File: config.mk
export PLATFORM = sky130hd
export DESIGN_NAME = lsu_mem_stage_flat
export DESIGN_NICKNAME = d
export VERILOG_FILES = /design/src/rtl/lsu_mem_stage_if.sv /design/src/rtl/lsu_mem_stage.sv /design/src/flat_wrapper.sv
export SDC_FILE = /design/constraint.sdc
export NUM_CORES = 1
export LEC_CHECK = 0
export BUFFER_PORTS_ARGS = -buffer_cell sky130_fd_sc_hd__buf_2
export CORE_UTILIZATION = 47
export CTS_BUF_LIST = sky130_fd_sc_hd__clkbuf_4 sky130_fd_sc_hd__clkbuf_8
export DETAILED_ROUTE_END_ITERATION = 8
export PLACE_DENSITY = 0.85
export SETUP_SLACK_MARGIN = 0.4
export SLEW_MARGIN = 20
export SYNTH_ARGS = -nofsm -noshare
export SYNTH_HDL_FRONTEND = slang
export SYNTH_SLANG_ARGS = --single-unit
File: constraint.sdc
create_clock -name clk_i -period 2.4 [get_ports clk_i]
set_clock_uncertainty 0.1 [all_clocks]
set_input_delay 0.24 -clock clk_i [delete_from_list [all_inputs] [get_ports clk_i]]
set_output_delay 0.24 -clock clk_i [all_outputs]
set_load 0.01 [all_outputs]
File: src/rtl/lsu_mem_stage_if.sv
// Data-memory port between the load/store unit and memory.
// Signal names are from the LSU side. The master is the LSU and the slave is memory.
//   mem_req_o    request, held until granted
//   mem_gnt_i    request accepted by memory
//   mem_we_o     1 = write
//   mem_addr_o   word-aligned byte address
//   mem_be_o     byte enables
//   mem_wdata_o  lane-replicated store data
//   mem_rvalid_i read data valid / write acknowledge
//   mem_rdata_i  read word
interface lsu_mem_stage_if #(
  parameter int unsigned ADDR_W = 32,
  parameter int unsigned DATA_W = 32
);
  localparam int unsigned BE_W = DATA_W / 8;

  logic              mem_req_o;
  logic              mem_gnt_i;
  logic              mem_we_o;
  logic [ADDR_W-1:0] mem_addr_o;
  logic [BE_W-1:0]   mem_be_o;
  logic [DATA_W-1:0] mem_wdata_o;
  logic              mem_rvalid_i;
  logic [DATA_W-1:0] mem_rdata_i;

  modport master (
    output mem_req_o, mem_we_o, mem_addr_o, mem_be_o, mem_wdata_o,
    input  mem_gnt_i, mem_rvalid_i, mem_rdata_i
  );

  modport slave (
    input  mem_req_o, mem_we_o, mem_addr_o, mem_be_o, mem_wdata_o,
    output mem_gnt_i, mem_rvalid_i, mem_rdata_i
  );
endinterface

File: src/rtl/lsu_mem_stage.sv
// Load/store unit sitting after the ALU. It runs one aligned access on a req/gnt/rvalid
// memory port. Misaligned accesses and illegal funct3 values are trapped locally and
// never reach memory.
// Ports:
//   clk_i, rst_ni     clock and asynchronous active-low reset
//   lsu_valid_i       access request from execute; accepted when valid & ready
//   lsu_we_i          1 = store, 0 = load
//   lsu_funct3_i      RV32I load/store funct3
//   lsu_addr_i        byte address
//   lsu_wdata_i       store data
//   lsu_ready_o       high while idle
//   lsu_done_o        one-cycle completion pulse
//   lsu_err_o         pulses together with done on a trapped access
//   lsu_rdata_o       extended load data; held unless a load completes
//   mem               data-memory port (master side)
module lsu_mem_stage #(
  parameter int unsigned ADDR_W = 32,
  parameter int unsigned DATA_W = 32
) (
  input  logic              clk_i,
  input  logic              rst_ni,
  input  logic              lsu_valid_i,
  input  logic              lsu_we_i,
  input  logic [2:0]        lsu_funct3_i,
  input  logic [ADDR_W-1:0] lsu_addr_i,
  input  logic [DATA_W-1:0] lsu_wdata_i,
  output logic              lsu_ready_o,
  output logic              lsu_done_o,
  output logic              lsu_err_o,
  output logic [DATA_W-1:0] lsu_rdata_o,
  lsu_mem_stage_if.master   mem
);

  typedef enum logic [1:0] {S_IDLE, S_REQ, S_RSP, S_ERR} state_e;

  state_e      r_state;
  logic [2:0]  r_funct3;
  logic [1:0]  r_addr_lo;

  logic              w_legal;
  logic              w_misal;
  logic [3:0]        w_be;
  logic [DATA_W-1:0] w_wdata;
  logic [7:0]        w_rd_b;
  logic [15:0]       w_rd_h;
  logic [DATA_W-1:0] w_ld_data;

  // Legality of funct3. Unsigned loads have no store counterpart.
  always_comb begin
    w_legal = 1'b0;
    case (lsu_funct3_i)
      3'b000, 3'b001, 3'b010: w_legal = 1'b1;
      3'b100, 3'b101:         w_legal = !lsu_we_i;
      default:                w_legal = 1'b0;
    endcase
  end

  // Natural alignment. funct3[1:0] encodes the access size.
  always_comb begin
    w_misal = 1'b0;
    case (lsu_funct3_i[1:0])
      2'b01:   w_misal = lsu_addr_i[0];
      2'b10:   w_misal = |lsu_addr_i[1:0];
      default: w_misal = 1'b0;
    endcase
  end

  // Byte enables and lane-replicated store data for the incoming request.
  always_comb begin
    w_be    = 4'b1111;
    w_wdata = '0;
    case (lsu_funct3_i[1:0])
      2'b00: begin
        w_be    = 4'b0001 << lsu_addr_i[1:0];
        w_wdata = DATA_W'({4{lsu_wdata_i[7:0]}});
      end
      2'b01: begin
        w_be    = 4'b0011 << {lsu_addr_i[1], 1'b0};
        w_wdata = DATA_W'({2{lsu_wdata_i[15:0]}});
      end
      default: begin
        w_be    = 4'b1111;
        w_wdata = lsu_wdata_i;
      end
    endcase
    if (!lsu_we_i) w_wdata = '0;
  end

  // Select the lane for the load, then sign- or zero-extend it.
  assign w_rd_b = 8'(mem.mem_rdata_i >> {r_addr_lo, 3'b000});
  assign w_rd_h = 16'(mem.mem_rdata_i >> {r_addr_lo[1], 4'b0000});

  always_comb begin
    w_ld_data = mem.mem_rdata_i;
    case (r_funct3)
      3'b000:  w_ld_data = DATA_W'({{24{w_rd_b[7]}}, w_rd_b});
      3'b001:  w_ld_data = DATA_W'({{16{w_rd_h[15]}}, w_rd_h});
      3'b100:  w_ld_data = DATA_W'({24'b0, w_rd_b});
      3'b101:  w_ld_data = DATA_W'({16'b0, w_rd_h});
      default: w_ld_data = mem.mem_rdata_i;
    endcase
  end

  // Access sequencer. All outputs are registered.
  always_ff @(posedge clk_i or negedge rst_ni) begin
    if (!rst_ni) begin
      r_state         <= S_IDLE;
      r_funct3        <= '0;
      r_addr_lo       <= '0;
      lsu_ready_o     <= 1'b1;
      lsu_done_o      <= 1'b0;
      lsu_err_o       <= 1'b0;
      lsu_rdata_o     <= '0;
      mem.mem_req_o   <= 1'b0;
      mem.mem_we_o    <= 1'b0;
      mem.mem_addr_o  <= '0;
      mem.mem_be_o    <= '0;
      mem.mem_wdata_o <= '0;
    end else begin
      lsu_done_o <= 1'b0;
      lsu_err_o  <= 1'b0;
      case (r_state)
        S_IDLE: begin
          if (lsu_valid_i) begin
            r_funct3    <= lsu_funct3_i;
            r_addr_lo   <= lsu_addr_i[1:0];
            lsu_ready_o <= 1'b0;
            if (!w_legal || w_misal) begin
              // A trapped access reports immediately and leaves the memory port untouched.
              r_state    <= S_ERR;
              lsu_done_o <= 1'b1;
              lsu_err_o  <= 1'b1;
            end else begin
              r_state         <= S_REQ;
              mem.mem_req_o   <= 1'b1;
              mem.mem_we_o    <= lsu_we_i;
              mem.mem_addr_o  <= {lsu_addr_i[ADDR_W-1:2], 2'b00};
              mem.mem_be_o    <= w_be;
              mem.mem_wdata_o <= w_wdata;
            end
          end
        end
        S_REQ: begin
          if (mem.mem_gnt_i) begin
            mem.mem_req_o <= 1'b0;
            r_state       <= S_RSP;
          end
        end
        S_RSP: begin
          if (mem.mem_rvalid_i) begin
            r_state     <= S_IDLE;
            lsu_done_o  <= 1'b1;
            lsu_ready_o <= 1'b1;
            if (!mem.mem_we_o) lsu_rdata_o <= w_ld_data;
          end
        end
        default: begin
          r_state     <= S_IDLE;
          lsu_ready_o <= 1'b1;
        end
      endcase
    end
  end

endmodule

File: src/flat_wrapper.sv
// flat-port wrapper written by rule: the top's interface ports become plain ports
module lsu_mem_stage_flat 
#(
  parameter int unsigned ADDR_W = 32,
  parameter int unsigned DATA_W = 32
)
  (clk_i, rst_ni, lsu_valid_i, lsu_we_i, lsu_funct3_i, lsu_addr_i, lsu_wdata_i, lsu_ready_o, lsu_done_o, lsu_err_o, lsu_rdata_o, mem_mem_req_o, mem_mem_we_o, mem_mem_addr_o, mem_mem_be_o, mem_mem_wdata_o, mem_mem_gnt_i, mem_mem_rvalid_i, mem_mem_rdata_i);
  lsu_mem_stage_if #(.ADDR_W(ADDR_W), .DATA_W(DATA_W)) mem_i ();
  input  logic clk_i;
  input  logic rst_ni;
  input  logic lsu_valid_i;
  input  logic lsu_we_i;
  input  logic [2:0] lsu_funct3_i;
  input  logic [ADDR_W-1:0] lsu_addr_i;
  input  logic [DATA_W-1:0] lsu_wdata_i;
  output logic lsu_ready_o;
  output logic lsu_done_o;
  output logic lsu_err_o;
  output logic [DATA_W-1:0] lsu_rdata_o;
  output wire logic [$bits(mem_i.mem_req_o)-1:0] mem_mem_req_o;
  output wire logic [$bits(mem_i.mem_we_o)-1:0] mem_mem_we_o;
  output wire logic [$bits(mem_i.mem_addr_o)-1:0] mem_mem_addr_o;
  output wire logic [$bits(mem_i.mem_be_o)-1:0] mem_mem_be_o;
  output wire logic [$bits(mem_i.mem_wdata_o)-1:0] mem_mem_wdata_o;
  input wire logic [$bits(mem_i.mem_gnt_i)-1:0] mem_mem_gnt_i;
  input wire logic [$bits(mem_i.mem_rvalid_i)-1:0] mem_mem_rvalid_i;
  input wire logic [$bits(mem_i.mem_rdata_i)-1:0] mem_mem_rdata_i;
  assign mem_mem_req_o = mem_i.mem_req_o;
  assign mem_mem_we_o = mem_i.mem_we_o;
  assign mem_mem_addr_o = mem_i.mem_addr_o;
  assign mem_mem_be_o = mem_i.mem_be_o;
  assign mem_mem_wdata_o = mem_i.mem_wdata_o;
  assign mem_i.mem_gnt_i = mem_mem_gnt_i;
  assign mem_i.mem_rvalid_i = mem_mem_rvalid_i;
  assign mem_i.mem_rdata_i = mem_mem_rdata_i;
  lsu_mem_stage #(.ADDR_W(ADDR_W), .DATA_W(DATA_W)) u_core (.clk_i(clk_i), .rst_ni(rst_ni), .lsu_valid_i(lsu_valid_i), .lsu_we_i(lsu_we_i), .lsu_funct3_i(lsu_funct3_i), .lsu_addr_i(lsu_addr_i), .lsu_wdata_i(lsu_wdata_i), .lsu_ready_o(lsu_ready_o), .lsu_done_o(lsu_done_o), .lsu_err_o(lsu_err_o), .lsu_rdata_o(lsu_rdata_o), .mem(mem_i));
endmodule
==> qor.log, run 1 <==
INFO  outcome        run_status=finished clean
INFO  synthesis      synth-compound-area-share=10.6%
INFO  pwr            power.density_cell_area=1090nW/um^2
INFO  critical_path  worst_r2r_endpoint=u_core.mem.mem_addr_o[11]
INFO  critical_path  rr_worst_depth=5
INFO  global_route   grt_start_max_net_pins=63
INFO  synthesis      synth.lib_cells_used.distinct=45
INFO  flow_run       cap_viol_max_count=0
INFO  global_route   met3_usage=4.06%
INFO  timing         sum_of_negative_setup_slack=0ns
INFO  synthesis      synth.avg_cell_area=10.7um^2
INFO  critical_path  worst_setup_start_kind=flip-flop
INFO  cells_and_area antennaDiodeCount=0
INFO  synthesis      synth_largest_area_cell=sky130_fd_sc_hd__dfrtp_1
INFO  cells_and_area nets=846
INFO  pwr            power_switching=2950uW
INFO  critical_path  timing.critical_path.fanout_max=33
INFO  synthesis      yosys_warnings=0
INFO  global_route   initial_antenna_violation_count=0
INFO  synthesis      synth_sequential_area_ratio=51.3%
INFO  clocking       clk_pin_slew_worst_paths=0.10ns
INFO  pwr            p_sw_share=38.1%
INFO  global_route   grt_use_met2=42.5%
INFO  clocking       clockBufferDepth=2
INFO  clocking       clock-root-buffer=sky130_fd_sc_hd__clkbuf_8
INFO  clocking       tritoncts=done
INFO  critical_path  timing.critical_path.to_type=flip-flop
INFO  pwr            vdd.ir_drop.worst=592uV
INFO  timing         fmax=523MHz
INFO  floorplanning  dieArea=11900um^2
INFO  cells_and_area final_core_util=64.8%
INFO  timing         final_max_slew_viol_count=0
INFO  floorplanning  initial_core_util=48.9%
INFO  hold_path      hold_class=input pin to flip-flop
INFO  synthesis      synth.most_common_cell=sky130_fd_sc_hd__dfrtp_1
INFO  cells_and_area layout-drive-gt1-share=43.6%
INFO  timing         setup-violations-final=0
INFO  pwr            clock_power_share=13.4%
INFO  global_route   grt.total_usage=25.1%
INFO  detailed_routing num_vias=4807
INFO  pwr            pwr-share-seq=41.8%
INFO  synthesis      yosys-mux-area-fraction=18.1%
INFO  synthesis      ys.flop_type=sky130_fd_sc_hd__dfrtp_1
INFO  critical_path  slowest_delay=0.48ns
INFO  clocking       htree_levels=3
INFO  timing         timing.hold.ws=0.0272ns
INFO  critical_path  worst_path_cell_chain=nor3b_4 > nor3b_4 > buf_4 > buf_12 > mux2_2
INFO  synthesis      simple_gate_area_share_of_the_yosys_netlist=14.5%
INFO  synthesis      synthDominantCellAreaShare=50.8%
INFO  global_route   first_global_vias=4634
INFO  floorplanning  horizontal_extent_of_the_die=109um
INFO  timing         slew_of_the_pin_with_the_lowest_slew_margin=0.786ns
INFO  synthesis      ys_async_sr_fraction=100%
INFO  timing         worst_path_setup_slack_after_routing=0.486ns
INFO  clocking       clock_sinks=110
INFO  hold_path      source_of_the_worst_hold_timing_path=mem_mem_rdata_i[6]
INFO  clocking       insertion_delay=0.37ns
INFO  synthesis      synth.top_cells.by_area=sky130_fd_sc_hd__dfrtp_1 (51%), sky130_fd_sc_hd__mux2_2 (13%), sky130_fd_sc_hd__nand2_1 (4.1%), sky130_fd_sc_hd__nand3_1 (3.3%), sky130_fd_sc_hd__mux2_4 (2.8%)
INFO  clocking       tritoncts.num_buffers=9
INFO  detailed_routing wirelength=14800um
INFO  synthesis      combinational_family_with_the_most_area_after_synthesis=multiplexers
INFO  synthesis      post_synth_fa_ha_maj_area_fraction=0.699%
INFO  timing         min_period_over_period=79.7%
INFO  critical_path  worst_ep_required_time=2.56ns
INFO  timing         post_layout_minimum_cycle_time=1.91ns
INFO  placement      finalWeightedCongestion=0.923
INFO  global_route   grt_busiest_layer=met2
INFO  global_route   grt_first_pass_wirelength=22800um
INFO  detailed_routing routed_via_density=5.44
INFO  hold_path      whs_path_depth=3
INFO  floorplanning  fp.dieH=109um
INFO  floorplanning  rows=38
INFO  global_route   global_route.usage.met1=30.8%
INFO  hold_path      hold_end=u_core.lsu_rdata_o[6]
INFO  synthesis      synthTopCellsByCount=sky130_fd_sc_hd__dfrtp_1 (109), sky130_fd_sc_hd__mux2_2 (61), sky130_fd_sc_hd__nand2_1 (58), sky130_fd_sc_hd__nor2_1 (40), sky130_fd_sc_hd__nand3_1 (35)
INFO  detailed_routing routed_wire_length_per_instance=16.8um
INFO  critical_path  ff2ff_setup_slack=0.49ns
INFO  detailed_routing detail_route.drc_violations=0
INFO  pwr            power.total=7740uW
INFO  placement      place_worst_setup_slack=0.104ns
INFO  critical_path  timing.rr.start=u_core.r_state[0]
INFO  synthesis      ys_ff_latch=110
INFO  timing         grt_setup_unrepaired=no
INFO  global_route   global_route.overflow_total=0
INFO  synthesis      synth-xor-area-share=0%
INFO  placement      dp_hpwl=10500um
INFO  pwr            power.internal=4790uW
INFO  synthesis      synth-edff-count=0
INFO  timing         slew_limit_headroom=47.6%
INFO  critical_path  path_class=flip-flop to flip-flop
INFO  detailed_routing drtPass1Iterations=5
INFO  cells_and_area synthToLayoutAreaGrowth=32.6%
INFO  pwr            p_comb_share=44.8%
INFO  placement      io_buffers=207
INFO  critical_path  crit_slowest_cell=sky130_fd_sc_hd__dfrtp_2
INFO  timing         timing_hold_violations_final=0
INFO  critical_path  critical_path.most_common_cell=sky130_fd_sc_hd__nor3b_4
INFO  pwr            total_leakage_power=0.00361uW
INFO  critical_path  cp.arrival=2.07ns
INFO  synthesis      post_synth_instance_area=5370um^2
INFO  detailed_routing postRouteAntennaNets=0
INFO  floorplanning  boundaryPins=210
INFO  synthesis      count_of_mapped_cells_out_of_synthesis=502
INFO  floorplanning  core_area=11000um^2
INFO  detailed_routing drtIter0Drc=285
sequential cells by signal (all words and copies together), names as in the netlist:
name and count:
u_core.r_state 2, u_core.r_addr_lo 2, u_core.lsu_rdata_o 32, u_core.mem.mem_wdata_o 32
u_core.r_funct3 3, u_core.mem.mem_req_o 1, u_core.mem.mem_we_o 1, u_core.lsu_err_o 1
u_core.mem.mem_addr_o 30, u_core.lsu_done_o 1, u_core.lsu_ready_o 1, u_core.mem.mem_be_o 4
what timing repair did:
item | 4_1_cts | 5_1_grt
hold buffers | 31 | 1
endpoints found under the setup margin | 41 | 65
setup buffers | 2 | 0
hold endpoints to repair | 89 | 1
gates cloned | 1 | 1
resized for setup | 1 | 4
pin swaps | 0 | 0
routing by layer:
layer / up-vias / share of wire [%]
met5: - / 0
met4: 0 / 3.6
met3: 45 / 5.8
met2: 221 / 51
met1: 2326 / 40
li1: 2215 / -
cell usage in the layout, fill, tap and decap left out, drive strengths merged, types with 10 or more instances in the layout:
cell type      n
a21oi         20
buf          226
clkbuf        10
dfrtp        109
dlygate4sd3   32
inv           18
mux2          72
mux2i         10
nand2         58
nand3         35
nor2          40
o21ai         27
or3           12
per-stage QoR:
stage	cells	instance area [um^2]
2_1_floorplan	503	5380
5_1_grt	883	7120
3_3_place_gp	831	6540
6_report	883	7120
3_5_place_dp	831	6540
4_1_cts	881	7080
worst max-delay path by stage:
stage	startpoint	end	slack, ns	cells after the start
6_report	u_core.r_state[0]	u_core.mem.mem_addr_o[11]	0.49	5
5_1_grt	u_core.r_state[0]	u_core.mem.mem_wdata_o[26]	0.40	5
4_1_cts	u_core.r_addr_lo[0]	u_core.lsu_rdata_o[9]	0.45	3
3_5_place_dp	lsu_funct3_i[1]	u_core.mem.mem_addr_o[12]	0.10	8
3_3_place_gp	lsu_funct3_i[1]	u_core.mem.mem_addr_o[20]	0.24	9
2_1_floorplan	lsu_funct3_i[0]	u_core.mem.mem_wdata_o[14]	0.41	9
logic make-up (layout without fill, tap and decap cells):
group,after synthesis,count (layout)
AO/OA/AOI/OAI,89,89
adder cells (fa/ha/maj),3,3
buffers and inverters,52,292
flip-flops,110,110
multiplexers,83,83
other,1,2
AND/OR/NAND/NOR,164,164
layout make-up:
cell class	instances	area [um^2]
Tap cell	140	175
Clock inverter	7	58.8
Clock buffer	9	124
Fill cell	835	3860
Timing Repair Buffer	259	1570
Inverter	17	63.8
Sequential cell	110	2760
Multi-Input combinational cell	341	2370
power groups by stage:
stage / combinational, uW / clock, uW / sequential [uW]
finish: 3470 / 1040 / 3240
global route: 3780 / 1140 / 3340
CTS: 3460 / 1070 / 3220
detailed placement: 3380 / 0 / 3250
global placement: 3260 / 0 / 3210
floorplan: 1690 / 0 / 3540
worst max-delay path: cells and delay by family, from the launching register on:
kind / cells / cell delay [ns]
AND/OR/NAND/NOR: 2 / 0.47
multiplexers: 1 / 0.36
flip-flops: 1 / 0.48
buffers and inverters: 2 / 0.36
No activity file was read; power rests on OpenSTA's default activity.
==> inputs of run 2 (changes only) <==
- clock period: 2.4 -> 2 ns (I/O delays scaled with it)
==> run 2 against run 1 <==
  * Clock-buffer cell count grew 4
  * Final cell count grew 4.3%
  * Flip-flop and latch count is the same
  * Cell area grew 9.6%
  * Critical path depth is the same
  * Utilization grew 6.3 points
  * Sequential power grew 20%
  * Critical endpoint is now u_core.mem.mem_addr_o[20]
==> qor.log, run 2 (synthesis results as in run 1) <==
INFO  critical_path  worst_ep_required_time=2.17ns [-0.39 ns]
INFO  timing         fmax=555MHz [+6.1%]
INFO  floorplanning  fp.dieH=109um [unchanged]
INFO  timing         worst_path_setup_slack_after_routing=0.197ns [-0.290 ns]
INFO  placement      place_worst_setup_slack=-0.121ns [-0.225 ns]
INFO  clocking       clock-root-buffer=sky130_fd_sc_hd__clkbuf_8
INFO  pwr            vdd.ir_drop.worst=741uV [+25%]
INFO  pwr            total_leakage_power=0.00395uW [+9.6%]
INFO  cells_and_area leading_cell_types_in_the_layout_fill_and_taps_excluded=sky130_fd_sc_hd__buf_2 (206), sky130_fd_sc_hd__dfrtp_1 (107), sky130_fd_sc_hd__mux2_2 (61)
INFO  floorplanning  rows=38 [unchanged]
INFO  timing         setup-violations-final=0 [unchanged]
INFO  global_route   grt_first_pass_wirelength=24700um [+8.1%]
INFO  placement      placed_area=6660um^2 [+1.7%]
INFO  clocking       clockBufferDepth=2 [unchanged]
INFO  pwr            power.density_cell_area=1300nW/um^2 [+20%]
INFO  critical_path  critical_path.most_common_cell=sky130_fd_sc_hd__nor3b_4
INFO  detailed_routing wirelength=16500um [+11%]
INFO  detailed_routing drtPass1Iterations=5 [unchanged]
INFO  placement      finalWeightedCongestion=0.892 [-3.4%]
INFO  global_route   global_route.overflow_total=0 [unchanged]
INFO  timing         final_max_slew_viol_count=0 [unchanged]
INFO  critical_path  timing.critical_path.to_type=flip-flop
INFO  clocking       tritoncts=done
INFO  cells_and_area layout_commonest_cell=sky130_fd_sc_hd__buf_2
INFO  detailed_routing detail_route.drc_violations=0 [unchanged]
INFO  placement      io_buffers=207 [unchanged]
INFO  cells_and_area synthToLayoutAreaGrowth=45.4%
INFO  clocking       clock_sinks=110 [unchanged]
INFO  timing         sum_of_negative_setup_slack=0ns [unchanged]
INFO  critical_path  timing.critical_path.fanout_max=12 [-64%]
INFO  floorplanning  core_area=11000um^2 [unchanged]
INFO  floorplanning  dieArea=11900um^2 [unchanged]
INFO  floorplanning  horizontal_extent_of_the_die=109um [unchanged]
INFO  clocking       insertion_delay=0.38ns [about the same]
INFO  timing         slew_limit_headroom=58.5% [+11 points]
INFO  hold_path      hold_class=input pin to flip-flop
INFO  critical_path  cp.arrival=1.97ns [-0.10 ns]
INFO  placement      post-place-cells=838 [+0.84%]
INFO  cells_and_area nets=884 [+4.5%]
INFO  global_route   first_global_vias=5025 [+8.4%]
INFO  cells_and_area antennaDiodeCount=0 [unchanged]
INFO  floorplanning  initial_core_util=48.9% [unchanged]
INFO  timing         grt_setup_unrepaired=yes
INFO  detailed_routing routed_wire_length_per_instance=17.9um [+6.5%]
INFO  clocking       htree_levels=3 [unchanged]
INFO  timing         post_layout_minimum_cycle_time=1.80ns [-0.110 ns]
INFO  global_route   grt.total_usage=27.3% [+2.1 points]
INFO  cells_and_area final_cell_count_no_fill=921 [+4.3%]
INFO  critical_path  worst_setup_start_kind=flip-flop
INFO  critical_path  slowest_delay=0.42ns [-0.06 ns]
INFO  cells_and_area cell_area_after_layout=7810um^2 [+9.6%]
INFO  critical_path  crit_slowest_cell=sky130_fd_sc_hd__dfrtp_1
INFO  timing         min_period_over_period=90.2% [+10 points]
INFO  detailed_routing num_vias=5110 [+6.3%]
INFO  floorplanning  boundaryPins=210 [unchanged]
INFO  timing         timing.hold.ws=0.0158ns [-0.0114 ns]
INFO  detailed_routing drtIter0Drc=334 [+17%]
INFO  critical_path  worst_path_cell_chain=nor3b_4 > nor3b_4 > buf_6 > buf_12 > mux2_2
INFO  cells_and_area layout_top_registers=u_core.lsu_rdata_o (32), u_core.mem.mem_wdata_o (32), u_core.mem.mem_addr_o (30)
INFO  flow_run       cap_viol_max_count=0 [unchanged]
INFO  outcome        run_status=finished clean
INFO  global_route   grt_start_max_net_pins=46 [-27%]
INFO  global_route   initial_antenna_violation_count=0 [unchanged]
INFO  detailed_routing routed_via_density=5.55 [+1.9%]
INFO  cells_and_area layout-drive-gt1-share=47.4% [+3.8 points]
INFO  timing         timing_hold_violations_final=0 [unchanged]
INFO  clocking       tritoncts.num_buffers=9 [unchanged]
INFO  timing         slew_of_the_pin_with_the_lowest_slew_margin=0.618ns [-0.168 ns]
INFO  clocking       clk_pin_slew_worst_paths=0.10ns [about the same]
INFO  detailed_routing postRouteAntennaNets=0 [unchanged]
INFO  placement      dp_hpwl=10500um [-0.34%]
INFO  critical_path  path_class=flip-flop to flip-flop
run 2: changes by cell type in the layout (fill, tap and decap cells not counted), sizes merged:
cell         delta
clkinv          -4
buf            +18
dlygate4sd3    +16
bufinv          +1
clkbuf          +7
bufbuf          +1
inv             -1
run 2: final timing paths:
kind / startpoint / to / slack, ns / cells past startpoint
worst max-delay path: u_core.r_state[1] / u_core.mem.mem_addr_o[20] / 0.20 / 5
worst min-delay path: lsu_wdata_i[7] / u_core.mem.mem_wdata_o[7] / 0.02 / 3
worst max register to register: u_core.r_state[1] / u_core.mem.mem_addr_o[20] / 0.20 / 5
worst min register to register: u_core.mem.mem_req_o / u_core.mem.mem_req_o / 0.40 / 1
max in group asynchronous: rst_ni / u_core.lsu_rdata_o[26] / 0.96 / 3
min in group asynchronous: rst_ni / u_core.lsu_rdata_o[7] / 0.21 / 2
run 2: power breakdown:
group	switching, uW	internal, uW
registers	637	3260
clock network	740	675
logic	2420	2430
run 2: per-layer routing:
metal	share of wire (%)	GRT usage, %	vias up	wire length [um]
li1	-	-	2288	-
met1	38	32.5	2475	6320
met2	50	47.1	291	8190
met3	8.0	5.26	56	1320
met4	3.8	13.0	0	632
met5	0	0	-	0
run 2: final cells by class:
cell class,instances,area [um^2]
Inverter,17,63.8
Fill cell,745,3170
Multi-Input combinational cell,341,2540
Timing Repair Buffer,297,2060
Clock buffer,13,166
Clock inverter,3,42.5
Tap cell,140,175
Sequential cell,110,2760
run 2: what timing repair did:
| item | in CTS | in global routing |
|---|---|---|
| buffers inserted | 9 | 2 |
| pin swaps | 1 | 2 |
| hold buffers | 48 | 0 |
| endpoints found under the setup margin | 99 | 100 |
| cloned | 5 | 3 |
| gates resized for setup | 36 | 16 |
| endpoints found under the hold margin | 77 | 0 |
run 2: worst max-delay path: cells and delay by family, from the launching register on:
kind,cells,cell delay (ns)
buffers and inverters,2,0.35
DFF,1,0.42
muxes,1,0.35
and+or+nand+nor,2,0.47
run 2: per-stage QoR:
stage	power, uW	util [%]
2_1_floorplan	6370	-
3_3_place_gp	7890	60.6
3_5_place_dp	8050	60.6
4_1_cts	9890	69.7
5_1_grt	10800	71.1
6_report	10200	71.1
